<file path="src/rtl/spook_pkg.sv">
// Shared types and helpers for the Spook/Shadow L-box datapath.
package spook_pkg;

  localparam int STATE_W = 128;
  localparam int WORD_W  = 32;

  typedef enum logic [1:0] {
    IDLE = 2'd0,
    P0   = 2'd1,
    P1   = 2'd2,
    DONE = 2'd3
  } state_e;

  // Reverse the bit order inside each byte of a 32-bit word.
  function automatic logic [WORD_W-1:0] byte_bitrev32(input logic [WORD_W-1:0] w);
    logic [WORD_W-1:0] r;
    r = '0;
    for (int b = 0; b < 4; b++) begin
      for (int i = 0; i < 8; i++) begin
        r[8*b+i] = w[8*b+7-i];
      end
    end
    return r;
  endfunction

  // Rotate right on 32 bits; the doubled word keeps the shift free of wrap logic.
  function automatic logic [WORD_W-1:0] rotr32(input logic [WORD_W-1:0] x, input int unsigned n);
    logic [2*WORD_W-1:0] dbl;
    dbl = {x, x} >> n;
    return dbl[WORD_W-1:0];
  endfunction

endpackage

</file>
<file path="src/rtl/lbox128_seq_lb32x2.sv">
// Combinational forward Spook L-box on one 2x32-bit column pair.
module lb32x2
  import spook_pkg::*;
(
  input  logic [WORD_W-1:0] x,
  input  logic [WORD_W-1:0] y,
  output logic [WORD_W-1:0] a,
  output logic [WORD_W-1:0] b
);

  logic [WORD_W-1:0] ta;
  logic [WORD_W-1:0] tb;
  logic [WORD_W-1:0] c;
  logic [WORD_W-1:0] d;

  // XOR/rotate network; c and d are the cross-mixing terms between the two words.
  always_comb begin
    ta = x ^ rotr32(x, 12);
    tb = y ^ rotr32(y, 12);
    ta = ta ^ rotr32(ta, 3);
    tb = tb ^ rotr32(tb, 3);
    ta = ta ^ rotr32(x, 17);
    tb = tb ^ rotr32(y, 17);
    c  = ta ^ rotr32(ta, 31);
    d  = tb ^ rotr32(tb, 31);
    a  = ta ^ rotr32(d, 26) ^ rotr32(c, 15);
    b  = tb ^ rotr32(c, 25) ^ rotr32(d, 15);
  end

endmodule

</file>
<file path="src/rtl/lbox128_seq.sv">
// Sequential forward L-box over the 128-bit Shadow state with valid/ready handshake.
module lbox128_seq
  import spook_pkg::*;
#(
  parameter int UNROLL = 1
) (
  input  logic               clk,
  input  logic               rst,
  input  logic               in_valid,
  output logic               in_ready,
  input  logic [STATE_W-1:0] sin,
  output logic               out_valid,
  input  logic               out_ready,
  output logic [STATE_W-1:0] sout
);

  state_e             state_q, state_d;
  logic [WORD_W-1:0]  w_q [4];
  logic [WORD_W-1:0]  w_d [4];
  logic               out_valid_q, out_valid_d;
  logic [STATE_W-1:0] sout_q, sout_d;

  logic [WORD_W-1:0]  w_in [4];
  logic [WORD_W-1:0]  pair_a [2];
  logic [WORD_W-1:0]  pair_b [2];

  // Pack four core words back into the state layout, undoing the byte bit reversal.
  function automatic logic [STATE_W-1:0] demap(input logic [WORD_W-1:0] w0,
                                               input logic [WORD_W-1:0] w1,
                                               input logic [WORD_W-1:0] w2,
                                               input logic [WORD_W-1:0] w3);
    return {byte_bitrev32(w0), byte_bitrev32(w1), byte_bitrev32(w2), byte_bitrev32(w3)};
  endfunction

  // Lane mapping: column j of sin becomes core word j with each byte bit-reversed.
  always_comb begin
    for (int j = 0; j < 4; j++) begin
      w_in[j] = byte_bitrev32(sin[STATE_W-1-WORD_W*j -: WORD_W]);
    end
  end

  generate
    if (UNROLL == 1) begin : g_shared
      logic [WORD_W-1:0] core_x, core_y, core_a, core_b;

      // One core serves both pairs; P1 steers it onto (W2,W3).
      always_comb begin
        core_x = (state_q == P1) ? w_q[2] : w_q[0];
        core_y = (state_q == P1) ? w_q[3] : w_q[1];
      end

      lb32x2 u_core (
        .x (core_x),
        .y (core_y),
        .a (core_a),
        .b (core_b)
      );

      // Both pair views see the same core; the state decides which one is consumed.
      always_comb begin
        pair_a[0] = core_a;
        pair_b[0] = core_b;
        pair_a[1] = core_a;
        pair_b[1] = core_b;
      end
    end else begin : g_unrolled
      for (genvar k = 0; k < 2; k++) begin : g_core
        lb32x2 u_core (
          .x (w_q[2*k]),
          .y (w_q[2*k+1]),
          .a (pair_a[k]),
          .b (pair_b[k])
        );
      end
    end
  endgenerate

  // Accept in IDLE, or in DONE when the current result leaves in the same cycle.
  assign in_ready  = !rst && ((state_q == IDLE) || ((state_q == DONE) && out_ready));
  assign out_valid = out_valid_q;
  assign sout      = sout_q;

  // Next-state, working-register and result computation.
  always_comb begin
    state_d     = state_q;
    out_valid_d = out_valid_q;
    sout_d      = sout_q;
    for (int j = 0; j < 4; j++) begin
      w_d[j] = w_q[j];
    end

    case (state_q)
      IDLE: begin
        if (in_valid) begin
          for (int j = 0; j < 4; j++) begin
            w_d[j] = w_in[j];
          end
          state_d = P0;
        end
      end
      P0: begin
        w_d[0] = pair_a[0];
        w_d[1] = pair_b[0];
        if (UNROLL == 2) begin
          w_d[2]      = pair_a[1];
          w_d[3]      = pair_b[1];
          sout_d      = demap(pair_a[0], pair_b[0], pair_a[1], pair_b[1]);
          out_valid_d = 1'b1;
          state_d     = DONE;
        end else begin
          state_d = P1;
        end
      end
      P1: begin
        w_d[2]      = pair_a[1];
        w_d[3]      = pair_b[1];
        sout_d      = demap(w_q[0], w_q[1], pair_a[1], pair_b[1]);
        out_valid_d = 1'b1;
        state_d     = DONE;
      end
      DONE: begin
        if (out_ready) begin
          out_valid_d = 1'b0;
          if (in_valid) begin
            for (int j = 0; j < 4; j++) begin
              w_d[j] = w_in[j];
            end
            state_d = P0;
          end else begin
            state_d = IDLE;
          end
        end
      end
      default: begin
        state_d = IDLE;
      end
    endcase
  end

  // State, working words and registered outputs; reset aborts any computation.
  always_ff @(posedge clk or posedge rst) begin
    if (rst) begin
      state_q     <= IDLE;
      out_valid_q <= 1'b0;
      sout_q      <= '0;
      for (int j = 0; j < 4; j++) begin
        w_q[j] <= '0;
      end
    end else begin
      state_q     <= state_d;
      out_valid_q <= out_valid_d;
      sout_q      <= sout_d;
      for (int j = 0; j < 4; j++) begin
        w_q[j] <= w_d[j];
      end
    end
  end

endmodule

</file>
<file path="config.mk">
export PLATFORM = sky130hd
export DESIGN_NAME = lbox128_seq
export DESIGN_NICKNAME = d
export VERILOG_FILES = /design/src/rtl/spook_pkg.sv /design/src/rtl/lbox128_seq_lb32x2.sv /design/src/rtl/lbox128_seq.sv
export SDC_FILE = /design/constraint.sdc
export NUM_CORES = 1
export LEC_CHECK = 0
export ABC_AREA = 0
export BUFFER_PORTS_ARGS = -buffer_cell sky130_fd_sc_hd__buf_2
export CAP_MARGIN = 20
export CORE_MARGIN = 3
export CORE_UTILIZATION = 30
export CTS_BUF_LIST = sky130_fd_sc_hd__clkbuf_4
export DETAILED_ROUTE_END_ITERATION = 8
export PLACE_DENSITY = 0.52
export SLEW_MARGIN = 10
export SYNTH_ARGS = -nofsm -noshare
export SYNTH_HDL_FRONTEND = slang
export SYNTH_SLANG_ARGS = --single-unit
</file>
<file path="constraint.sdc">
create_clock -name clk -period 10.8 [get_ports clk]
set_input_delay 0.54 -clock clk [delete_from_list [all_inputs] [get_ports clk]]
set_output_delay 0.54 -clock clk [all_outputs]
set_load 0.01 [all_outputs]
</file>
==> results of run 1 <==
## stage by stage
step / hold WS [ns] / area [sq um] / cells
2_1_floorplan: 0.5164 / 19720 / 1758
3_3_place_gp: 0.4658 / 21360 / 2704
3_5_place_dp: 0.4763 / 21360 / 2704
4_1_cts: 0.001592 / 22710 / 2871
5_1_grt: 0.02861 / 22720 / 2875
6_report: 0.06530 / 22720 / 2877
## cell usage in the layout (no fill, tap or decap), types with 3 or more instances in the layout
master	netlist	layout
a21o_1	23	23
a21oi_1	171	171
a22o_1	3	3
and2_1	4	4
and3_1	42	42
buf_2	78	261
buf_4	9	13
clkbuf_4	0	107
clkinv_1	0	13
dfrtp_1	259	259
diode_2	0	6
dlygate4sd3_1	0	42
ha_1	5	3
inv_1	37	36
mux2_2	74	74
mux2i_1	70	70
mux2i_2	17	17
mux2i_4	11	11
nand2_1	75	75
nand2b_1	5	5
nand3_1	7	7
nor2_1	102	102
nor3_1	5	3
o21a_1	3	3
o21ai_0	74	74
o21ai_1	40	40
or3_1	6	4
xnor2_1	194	194
xnor2_2	13	13
xnor3_1	162	162
xor2_1	121	121
xor2_2	8	8
xor3_1	17	17
## worst min-delay path by stage
stage                    startpoint                    to  slack [ns]  depth (start not counted)
2_1_floorplan  sout[27]$_DFFE_PP0P_  sout[27]$_DFFE_PP0P_        0.52                          1
3_3_place_gp   sout[29]$_DFFE_PP0P_  sout[29]$_DFFE_PP0P_        0.47                          1
3_5_place_dp   sout[41]$_DFFE_PP0P_  sout[41]$_DFFE_PP0P_        0.48                          1
4_1_cts                     sin[37]   w_q[34]$_DFFE_PP0P_       0.002                          3
5_1_grt                      sin[5]    w_q[2]$_DFFE_PP0P_        0.03                          3
6_report                    sin[37]   w_q[34]$_DFFE_PP0P_        0.07                          3
## worst reg2reg max path: cells and delay by family (launching register included)
kind,cells,cell delay [ns]
adder cells (fa/ha/maj),1,0.39
AND/OR/NAND/NOR,1,0.31
multiplexers,1,0.30
AO/OA/AOI/OAI,1,0.13
buffers and inverters,3,1.76
flip-flops,1,0.37
XOR/XNOR,3,1.50
## synth_stat cells (8+ instances only)
cell type    n  share of area [%]
xnor2_2     13                1.1
buf_1        9               0.17
inv_1       37               0.70
dfrtp_1    259                 33
o21ai_0     74                1.9
buf_4        9               0.34
mux2_2      74                4.2
mux2i_2     17                1.2
a21o_1      23               0.88
mux2i_1     70                3.6
xnor3_1    162                 18
and3_1      42                1.3
xor3_1      17                2.0
xor2_1     121                5.4
xor2_2       8               0.66
o21ai_1     40                1.0
a21oi_1    171                4.3
nor2_1     102                1.9
xnor2_1    194                8.6
mux2i_4     11                1.3
clkbuf_1    74                1.4
nand2_1     75                1.4
buf_2       78                2.0
## state kept, by name (all words and copies together) (netlist names)
register	flops
state_q	2
w_q	128
out_valid	1
sout	128
## layout make-up
| class | count | area (sq um) |
|---|---|---|
| repair buffers | 316 | 1824 |
| multi-input cells | 1278 | 12250 |
| flip-flops and latches | 259 | 6481 |
| clock buffers | 107 | 803.3 |
| diodes | 6 | 15.01 |
| clock inverters | 18 | 125.1 |
| well taps | 855 | 1070 |
| inverters | 38 | 155.1 |
| fillers | 6661 | 41970 |
## logic make-up after synthesis
family	after synthesis	synth area share, %
xor+xnor	517	36.53
compound gates	327	8.958
fa+ha+maj	5	0.3172
simple gates	256	5.881
flops	259	32.86
mux	173	10.28
buf+inv	221	5.170
## repair_timing
action                                 4_1_cts  5_1_grt
setup endpoints to repair                    0        0
endpoints found under the hold margin      159        0
hold buffers                                42        0
resized for setup                            0        0
## routing by layer
metal	wire (um)	global-route usage, %	vias up
li1	-	-	6366
met5	0	0	-
met2	33920	32.71	590
met1	38570	34.31	7267
met3	5543	4.859	93
met4	2132	7.132	0
==> impl_metrics.csv, run 1 <==
group,metric,value,unit
outcome,status,"completed",
sta,max_freq,203.5,MHz
floorplanning,dieArea,68850,sq um
sta,slew_headroom,15.62,%
route,routedWlPerCell,27.86,um
cts,htree_levels,3,
cts,clk_pin_slew,0.07,ns
grt,grt_pass1_wl,113600,um
worst_setup_path,critPathSlowestCell,"buf_4",
worst_setup_path,setup.worst_path.start_class,"flop",
worst_setup_path,crit_fanout,88,
yosys,synth_warnings,0,
route,drt-total-wl,80160,um
grt,grt_max_degree,121,
hold_path,hp-class,"input port to flop",
worst_setup_path,reg2reg_depth,10,
layout,area_delta_synth_final,15.21,%
yosys,synth_edf_count,0,
sta,setup_viol,0,
yosys,syn_nets,1895,
yosys,ys_ff_latch,259,
placed_design,io_buffer_count,261,
worst_setup_path,critPathMaxStageDelay,0.79,ns
route,vias,14320,
floorplanning,start_util,30.48,%
sta,finalSetupTns,0,ns
grt,grt-ovfl-total,0,
yosys,syn_area_per_cell,11.22,sq um
route,ant_nets,0,
worst_setup_path,reg2reg_to,"w_q[23]$_DFFE_PP0P_",
cts,clockRootBuffer,"clkbuf_4",
cts,worst_skew_pair.late_latency,0.83,ns
job,cap_violations,0,
grt,gr-usage-all-layers,22.88,%
placed_design,dpl_worst_slack,5.964,ns
worst_setup_path,cp.arrival,5.60,ns
floorplanning,rows,93,
worst_setup_path,r2r_start,"state_q[0]$_DFFE_PP0P_",
yosys,synthFlopType,"dfrtp_1",
yosys,synthDistinctLibCells,56,
sta,rsz0062_at_grt,"false",
sta,worstMarginPinSlew,1.263,ns
cts,cts_buffers,74,
worst_setup_path,path_cells,"inv_1 > ha_4 > inv_6 > buf_4 > mux2i_1 > xnor2_1 > xor2_1 > xnor3_1 > nor2_1 > o21ai_1",
sta,worst_slack,5.885,ns
cts,cts_tree,"done",
floorplanning,fp.dieW,262.4,um
yosys,synthArstFlopShare,100.0,%
yosys,synthCells,1758,
worst_setup_path,crit_buf_inv,3,
cts,clock_sinks,259,
layout,final_util,35.12,%
floorplanning,core_area,64700,sq um
route,dr.pass1.iters,5,
placed_design,gp_congestion,0.9352,
layout,drive_gt1_share,26.04,%
floorplanning,die_h,262.4,um
worst_setup_path,cp-end-kind,"flop",
cts,cts.path.max_buffers,3,
worst_setup_path,critPathCapture,"w_q[23]$_DFFE_PP0P_",
grt,grt_pass1_vias,14550,
route,viasPerCell,4.976,
worst_setup_path,ff2ff_setup_slack,5.89,ns
worst_setup_path,crit_type,"flop to flop",
sta,skew,0.05107,ns
floorplanning,num_io_pins,262,
worst_setup_path,startpoint,"state_q[0]$_DFFE_PP0P_",
grt,antenna_found_initial,3,
sta,drv_slew,0,
route,drc_errors,0,
yosys,yosysSeqAreaShare,32.86,%
sta,hold_violations,0,
route,drtIter0Drc,1180,
cts,post_cts_buffers,0,
worst_setup_path,crit_cells,10,
sta,post-route-period-util,45.51,%
sta,period_needed,4.915,ns
worst_setup_path,cp.required,11.48,ns
yosys,syn_area,19720,sq um
worst_setup_path,crit_family,"buffers and inverters",
layout,fin_nets,2104,
placed_design,dp_hpwl,61820,um
Power of run 1 is not shown: default switching activity piles up to over one toggle a cycle in this logic, so the estimate is an artifact.
==> run 2, diff against run 1 <==
==> constraint.sdc (replaced) <==
create_clock -name clk -period 4.7 [get_ports clk]
set_input_delay 0.235 -clock clk [delete_from_list [all_inputs] [get_ports clk]]
set_output_delay 0.235 -clock clk [all_outputs]
set_load 0.01 [all_outputs]
==> impl_metrics.csv, run 2 (synthesis results as in run 1) <==
group,metric,value,unit
outcome,status,"completed",
job,cap_violations,0,
cts,htree_levels,3,
sta,max_freq,259.7,MHz
worst_setup_path,cp.arrival,4.48,ns
sta,finalSetupTns,0,ns
placed_design,dp_hpwl,61010,um
cts,cts_buffers,76,
grt,gr-usage-all-layers,22.63,%
layout,area_delta_synth_final,21.25,%
layout,fin_nets,2218,
cts,worst_skew_pair.late_latency,0.81,ns
cts,cts_resized,0,
sta,setup_viol,0,
route,dr.pass1.iters,7,
route,vias,14750,
layout,final_common_cell,"buf_2",
route,routedWlPerCell,26.54,um
grt,antenna_found_initial,2,
sta,post-route-period-util,81.94,%
sta,skew,0.04419,ns
worst_setup_path,reg2reg_to,"sout[10]$_DFFE_PP0P_",
cts,clk_pin_slew,0.07,ns
sta,hold_violations,0,
floorplanning,rows,93,
route,drt-total-wl,79420,um
layout,multi_input_area,12250,sq um
grt,grt-ovfl-total,0,
worst_setup_path,r2r_start,"state_q[0]$_DFFE_PP0P_",
floorplanning,dieArea,68850,sq um
worst_setup_path,reg2reg_depth,10,
hold_path,hp-class,"input port to async pin",
worst_setup_path,crit_fanout,42,
layout,final_cell_mix,"buf_2, dfrtp_1, xnor2_1",
layout,num-fill-cells,6555,
cts,post_cts_buffers,0,
worst_setup_path,ff2ff_setup_slack,0.85,ns
worst_setup_path,path_cells,"inv_1 > ha_4 > inv_6 > buf_12 > mux2i_1 > xnor2_1 > xnor2_1 > xnor2_1 > mux2i_1 > o21ai_0",
floorplanning,core_area,64700,sq um
worst_setup_path,crit_type,"flop to flop",
floorplanning,num_io_pins,262,
placed_design,io_buffer_count,261,
worst_setup_path,crit_top_cell,"xnor2_1",
worst_setup_path,cp.required,5.33,ns
worst_setup_path,cp-end-kind,"flop",
route,drtIter0Drc,1131,
placed_design,gp_congestion,0.9990,
grt,grt_pass1_vias,15200,
cts,clock_sinks,259,
floorplanning,start_util,30.48,%
worst_setup_path,setup.worst_path.start_class,"flop",
cts,cts_tree,"done",
floorplanning,die_h,262.4,um
cts,cts.path.max_buffers,3,
layout,seq_area,6481,sq um
worst_setup_path,critPathMaxStageDelay,0.86,ns
worst_setup_path,critPathSlowestCell,"xnor2_1",
sta,slew_headroom,27.53,%
floorplanning,fp.dieW,262.4,um
sta,worstMarginPinSlew,1.083,ns
sta,period_needed,3.851,ns
grt,grt_pass1_wl,113700,um
sta,drv_slew,0,
grt,grt_max_degree,154,
cts,clockRootBuffer,"clkbuf_4",
route,ant_nets,0,
route,drc_errors,0,
layout,drive_gt1_share,25.90,%
route,viasPerCell,4.930,
sta,rsz0062_at_grt,"false",
[run 2: changes by cell type in the layout (fill, tap and decap cells not counted), sizes merged]
cell	change
buf	+23
dlygate4sd3	+89
clkbuf	+4
bufinv	+1
diode	-4
clkinv	+3
inv	-1
[run 2: cell type report]
class                      instances  share of cell area (%)
sequential                       259                   27.10
inverter                          38                  0.6331
clock buffer                     111                   3.485
clock inverter                    21                  0.6697
antenna                            2                 0.02093
timing repair buffer             428                   12.39
multi-input combinational       1278                   51.22
tap                              855                   4.474
[run 2: worst max-delay path by stage]
stage                                 from                     to  slack [ns]
CTS                 state_q[0]$_DFFE_PP0P_   sout[10]$_DFFE_PP0P_        0.91
finish              state_q[0]$_DFFE_PP0P_   sout[10]$_DFFE_PP0P_        0.85
global placement    state_q[0]$_DFFE_PP0P_   sout[10]$_DFFE_PP0P_        0.96
detailed placement  state_q[0]$_DFFE_PP0P_   sout[10]$_DFFE_PP0P_        0.94
floorplan                              rst  out_valid$_DFFE_PP0P_        1.05
global route        state_q[0]$_DFFE_PP0P_   sout[10]$_DFFE_PP0P_        0.76
[run 2: timing repair]
item                                    CTS  global route
hold buffers                            131             0
endpoints found under the setup margin    0             0
hold endpoints to repair                390             0
[run 2: worst max-delay path, delay by kind of cell, from the launching register on]
| family | cells | cell delay, ns |
|---|---|---|
| DFF | 1 | 0.39 |
| muxes | 2 | 0.53 |
| adders and majority gates | 1 | 0.21 |
| xor gates and xnor gates | 3 | 1.70 |
| AOI/OAI and AO/OA | 1 | 0.15 |
| buffers and inverters | 3 | 0.64 |
[run 2: through the flow]
| stage | std cells | setup slack, ns | cell area (sq um) | util (%) | hold slack [ns] |
|---|---|---|---|---|---|
| 2_1_floorplan | 1758 | 1.051 | 19730 | - | 0.3436 |
| 3_3_place_gp | 2727 | 0.9605 | 21600 | 33.39 | 0.4685 |
| 3_5_place_dp | 2727 | 0.9402 | 21600 | 33.39 | 0.4818 |
| 4_1_cts | 2990 | 0.9129 | 23910 | 36.95 | 0.1347 |
| 5_1_grt | 2991 | 0.7569 | 23910 | 36.96 | 0.1936 |
| 6_report | 2992 | 0.8490 | 23910 | 36.96 | 0.1938 |
[run 2: layer usage]
| metal | track usage [%] | vias up | routed length (um) |
|---|---|---|---|
| met2 | 32.54 | 562 | 33400 |
| met1 | 33.22 | 7446 | 38020 |
| li1 | - | 6620 | - |
| met3 | 4.194 | 122 | 4869 |
| met5 | 0 | - | 13 |
| met4 | 9.455 | 2 | 3120 |
Power of run 2 is left out for the same reason.
==> run 3, diff against run 2 <==
--- a/config.mk
+++ b/config.mk
@@ -5,14 +5,14 @@
 export SDC_FILE = /design/constraint.sdc
 export NUM_CORES = 1
 export LEC_CHECK = 0
-export ABC_AREA = 0
+export ABC_AREA = 1
 export BUFFER_PORTS_ARGS = -buffer_cell sky130_fd_sc_hd__buf_2
 export CAP_MARGIN = 20
 export CORE_MARGIN = 3
 export CORE_UTILIZATION = 30
 export CTS_BUF_LIST = sky130_fd_sc_hd__clkbuf_4
 export DETAILED_ROUTE_END_ITERATION = 8
-export PLACE_DENSITY = 0.52
+export PLACE_DENSITY = 0.54
 export SLEW_MARGIN = 10
 export SYNTH_ARGS = -nofsm -noshare
 export SYNTH_HDL_FRONTEND = slang
==> constraint.sdc (replaced) <==
create_clock -name clk -period 3.2 [get_ports clk]
set_input_delay 0.16 -clock clk [delete_from_list [all_inputs] [get_ports clk]]
set_output_delay 0.16 -clock clk [all_outputs]
set_load 0.01 [all_outputs]
==> impl_metrics.csv, run 3 <==
group,metric,value,unit
outcome,status,"completed",
layout,num-fill-cells,7256,
floorplanning,start_util,30.37,%
yosys,syn_area_per_cell,5.895,sq um
job,cap_violations,0,
placed_design,io_buffer_count,261,
floorplanning,dieArea,71280,sq um
layout,area_delta_synth_final,34.26,%
sta,hold_violations,0,
worst_setup_path,reg2reg_depth,20,
layout,fin_nets,4282,
cts,worst_skew_pair.late_latency,0.82,ns
layout,finalInstanceArea,27430,sq um
placed_design,dp_hpwl,81660,um
worst_setup_path,crit_family,"simple AND/OR/NAND/NOR gates",
yosys,syn_nets,3603,
worst_setup_path,ff2ff_setup_slack,0.08,ns
route,viasPerCell,5.074,
worst_setup_path,cp.arrival,3.82,ns
sta,period_needed,3.124,ns
sta,max_freq,320.1,MHz
yosys,ys_ff_latch,259,
yosys,yosys.cell_count.top_type,"nand2_1",
grt,gr-usage-all-layers,28.00,%
yosys,yosysSeqAreaShare,31.72,%
sta,worstMarginPinSlew,0.7833,ns
route,dr.pass1.iters,7,
yosys,synthFlopType,"dfrtp_1",
sta,rsz0062_at_grt,"true",
sta,post-route-period-util,97.61,%
yosys,synthArstFlopShare,100.0,%
hold_path,hp-class,"input port to async pin",
sta,skew,0.06273,ns
route,vias,25700,
yosys,synth_edf_count,0,
sta,setup_viol,0,
placed_design,dpl_cell_area,24850,sq um
cts,clock_sinks,259,
yosys,synthDistinctLibCells,26,
yosys,synth_top_area_share,34.26,%
worst_setup_path,cp-end-kind,"flop",
yosys,synth_warnings,0,
worst_setup_path,cp.required,3.90,ns
worst_setup_path,crit_buf_inv,6,
route,routedWlPerCell,20.21,um
route,drt-total-wl,102300,um
sta,worst_slack,0.07638,ns
floorplanning,rows,95,
grt,grt_max_degree,112,
cts,cts.path.max_buffers,3,
layout,drive_gt1_share,24.34,%
yosys,synthCells,3466,
worst_setup_path,critPathMaxStageDelay,0.39,ns
floorplanning,die_h,267.0,um
layout,final_cell_mix,"nand2_1, nand3_1, buf_4",
grt,grt-ovfl-total,0,
placed_design,gp_congestion,1.050,
route,drtIter0Drc,2728,
sta,drv_slew,0,
worst_setup_path,crit_type,"flop to flop",
grt,grt_pass1_wl,148200,um
yosys,yosys.area.top_type,"nand2_1",
placed_design,dpl_worst_slack,-0.02579,ns
floorplanning,fp.dieW,267.0,um
worst_setup_path,critPathSlowestCell,"dfrtp_1",
worst_setup_path,crit_top_cell,"nand2_1",
layout,final_common_cell,"nand2_1",
yosys,ys_top_cells_by_area,"nand2_1, dfrtp_1, nand3_1",
floorplanning,num_io_pins,262,
floorplanning,core_area,67280,sq um
sta,finalSetupTns,0,ns
worst_setup_path,reg2reg_to,"w_q[63]$_DFFE_PP0P_",
cts,cts_tree,"done",
route,drc_errors,0,
worst_setup_path,path_cells,"inv_2 > ha_4 > buf_12 > buf_16 > nand2_1 > nand2_2 > nand2_1 > nand2_1 > nand2_1 > nand3_1 > nand2_2 > nand2_2 > nand2_2 > buf_4 > inv_1 > nand3_1 > nand2_1 > nand2_1 > buf_4 > a21boi_1",
route,ant_nets,0,
cts,clockRootBuffer,"clkbuf_4",
cts,clk_pin_slew,0.07,ns
worst_setup_path,setup.worst_path.start_class,"flop",
worst_setup_path,crit_fanout,34,
grt,grt_pass1_vias,23480,
yosys,ys_top_cells_by_count,"nand2_1, nand3_1, dfrtp_1",
sta,slew_headroom,47.67,%
yosys,syn_area,20430,sq um
worst_setup_path,r2r_start,"state_q[0]$_DFFE_PP0P_",
cts,htree_levels,3,
cts,cts_buffers,74,
grt,antenna_found_initial,3,
==> run 3: cell count changes after synthesis, sizes merged, moves of 98 or more <==
cell   delta
xnor3   -162
xor2    -130
xnor2   -207
nand2  +2003
mux2i    -98
inv     +164
nand3   +416
==> run 3: logic make-up after synthesis <==
| group | synth area share, % |
|---|---|
| buffers and inverters | 6.821 |
| AND/OR/NAND/NOR | 54.31 |
| flip-flops | 31.72 |
| adder cells (fa/ha/maj) | 0.3062 |
| AO/OA/AOI/OAI | 6.846 |
==> run 3: final cells by class <==
| class | instances | area (sq um) | share of cell area [%] |
|---|---|---|---|
| clock buffers | 107 | 803.3 | 2.928 |
| inverters | 202 | 775.7 | 2.828 |
| flip-flops and latches | 259 | 6481 | 23.62 |
| clock inverters | 14 | 62.56 | 0.2280 |
| well taps | 873 | 1092 | 3.982 |
| diodes | 2 | 5.005 | 0.01824 |
| multi-input cells | 2901 | 12900 | 47.02 |
| repair buffers | 707 | 5314 | 19.37 |
==> run 3: worst min-delay path: cells and delay by family <==
kind / cells / cell delay [ns]
buffers and inverters: 3 / 1.20
==> run 3: layer usage <==
| metal | share of wire (%) | vias to the layer above | global-route usage [%] |
|---|---|---|---|
| met1 | 43 | 12060 | 38.59 |
| met4 | 4.0 | 0 | 9.929 |
| met3 | 8.6 | 185 | 5.236 |
| met2 | 44 | 1166 | 43.83 |
| met5 | 0 | - | 0 |
| li1 | - | 12290 | - |
==> run 3: worst max path at each step <==
stage	slack (ns)	start	endpoint	depth (start not counted)
3_5_place_dp	-0.03	state_q[0]$_DFFE_PP0P_	w_q[127]$_DFFE_PP0P_	20
5_1_grt	-0.05	state_q[0]$_DFFE_PP0P_	w_q[63]$_DFFE_PP0P_	20
3_3_place_gp	0.005	state_q[0]$_DFFE_PP0P_	w_q[127]$_DFFE_PP0P_	20
2_1_floorplan	-0.37	rst	out_valid$_DFFE_PP0P_	1
4_1_cts	0.01	state_q[0]$_DFFE_PP0P_	w_q[127]$_DFFE_PP0P_	20
6_report	0.08	state_q[0]$_DFFE_PP0P_	w_q[63]$_DFFE_PP0P_	20
==> run 3: what timing repair did <==
action / 4_1_cts / 5_1_grt
hold endpoints to repair: 234 / 0
hold buffers: 131 / 0
setup buffers: 0 / 4
setup endpoints to repair: 0 / 176
gates resized for setup: 0 / 108
==> run 3: metrics by stage <==
| step | instances | hold WS (ns) | util, % |
|---|---|---|---|
| after floorplan | 3466 | 0.2498 | - |
| after global placement | 4805 | 0.3587 | 36.94 |
| after detailed placement | 4805 | 0.3632 | 36.94 |
| after CTS | 5057 | 0.03530 | 40.17 |
| after global routing | 5065 | 0.08476 | 40.78 |
| final | 5065 | 0.07403 | 40.78 |
Power of run 3 is left out for the same reason.
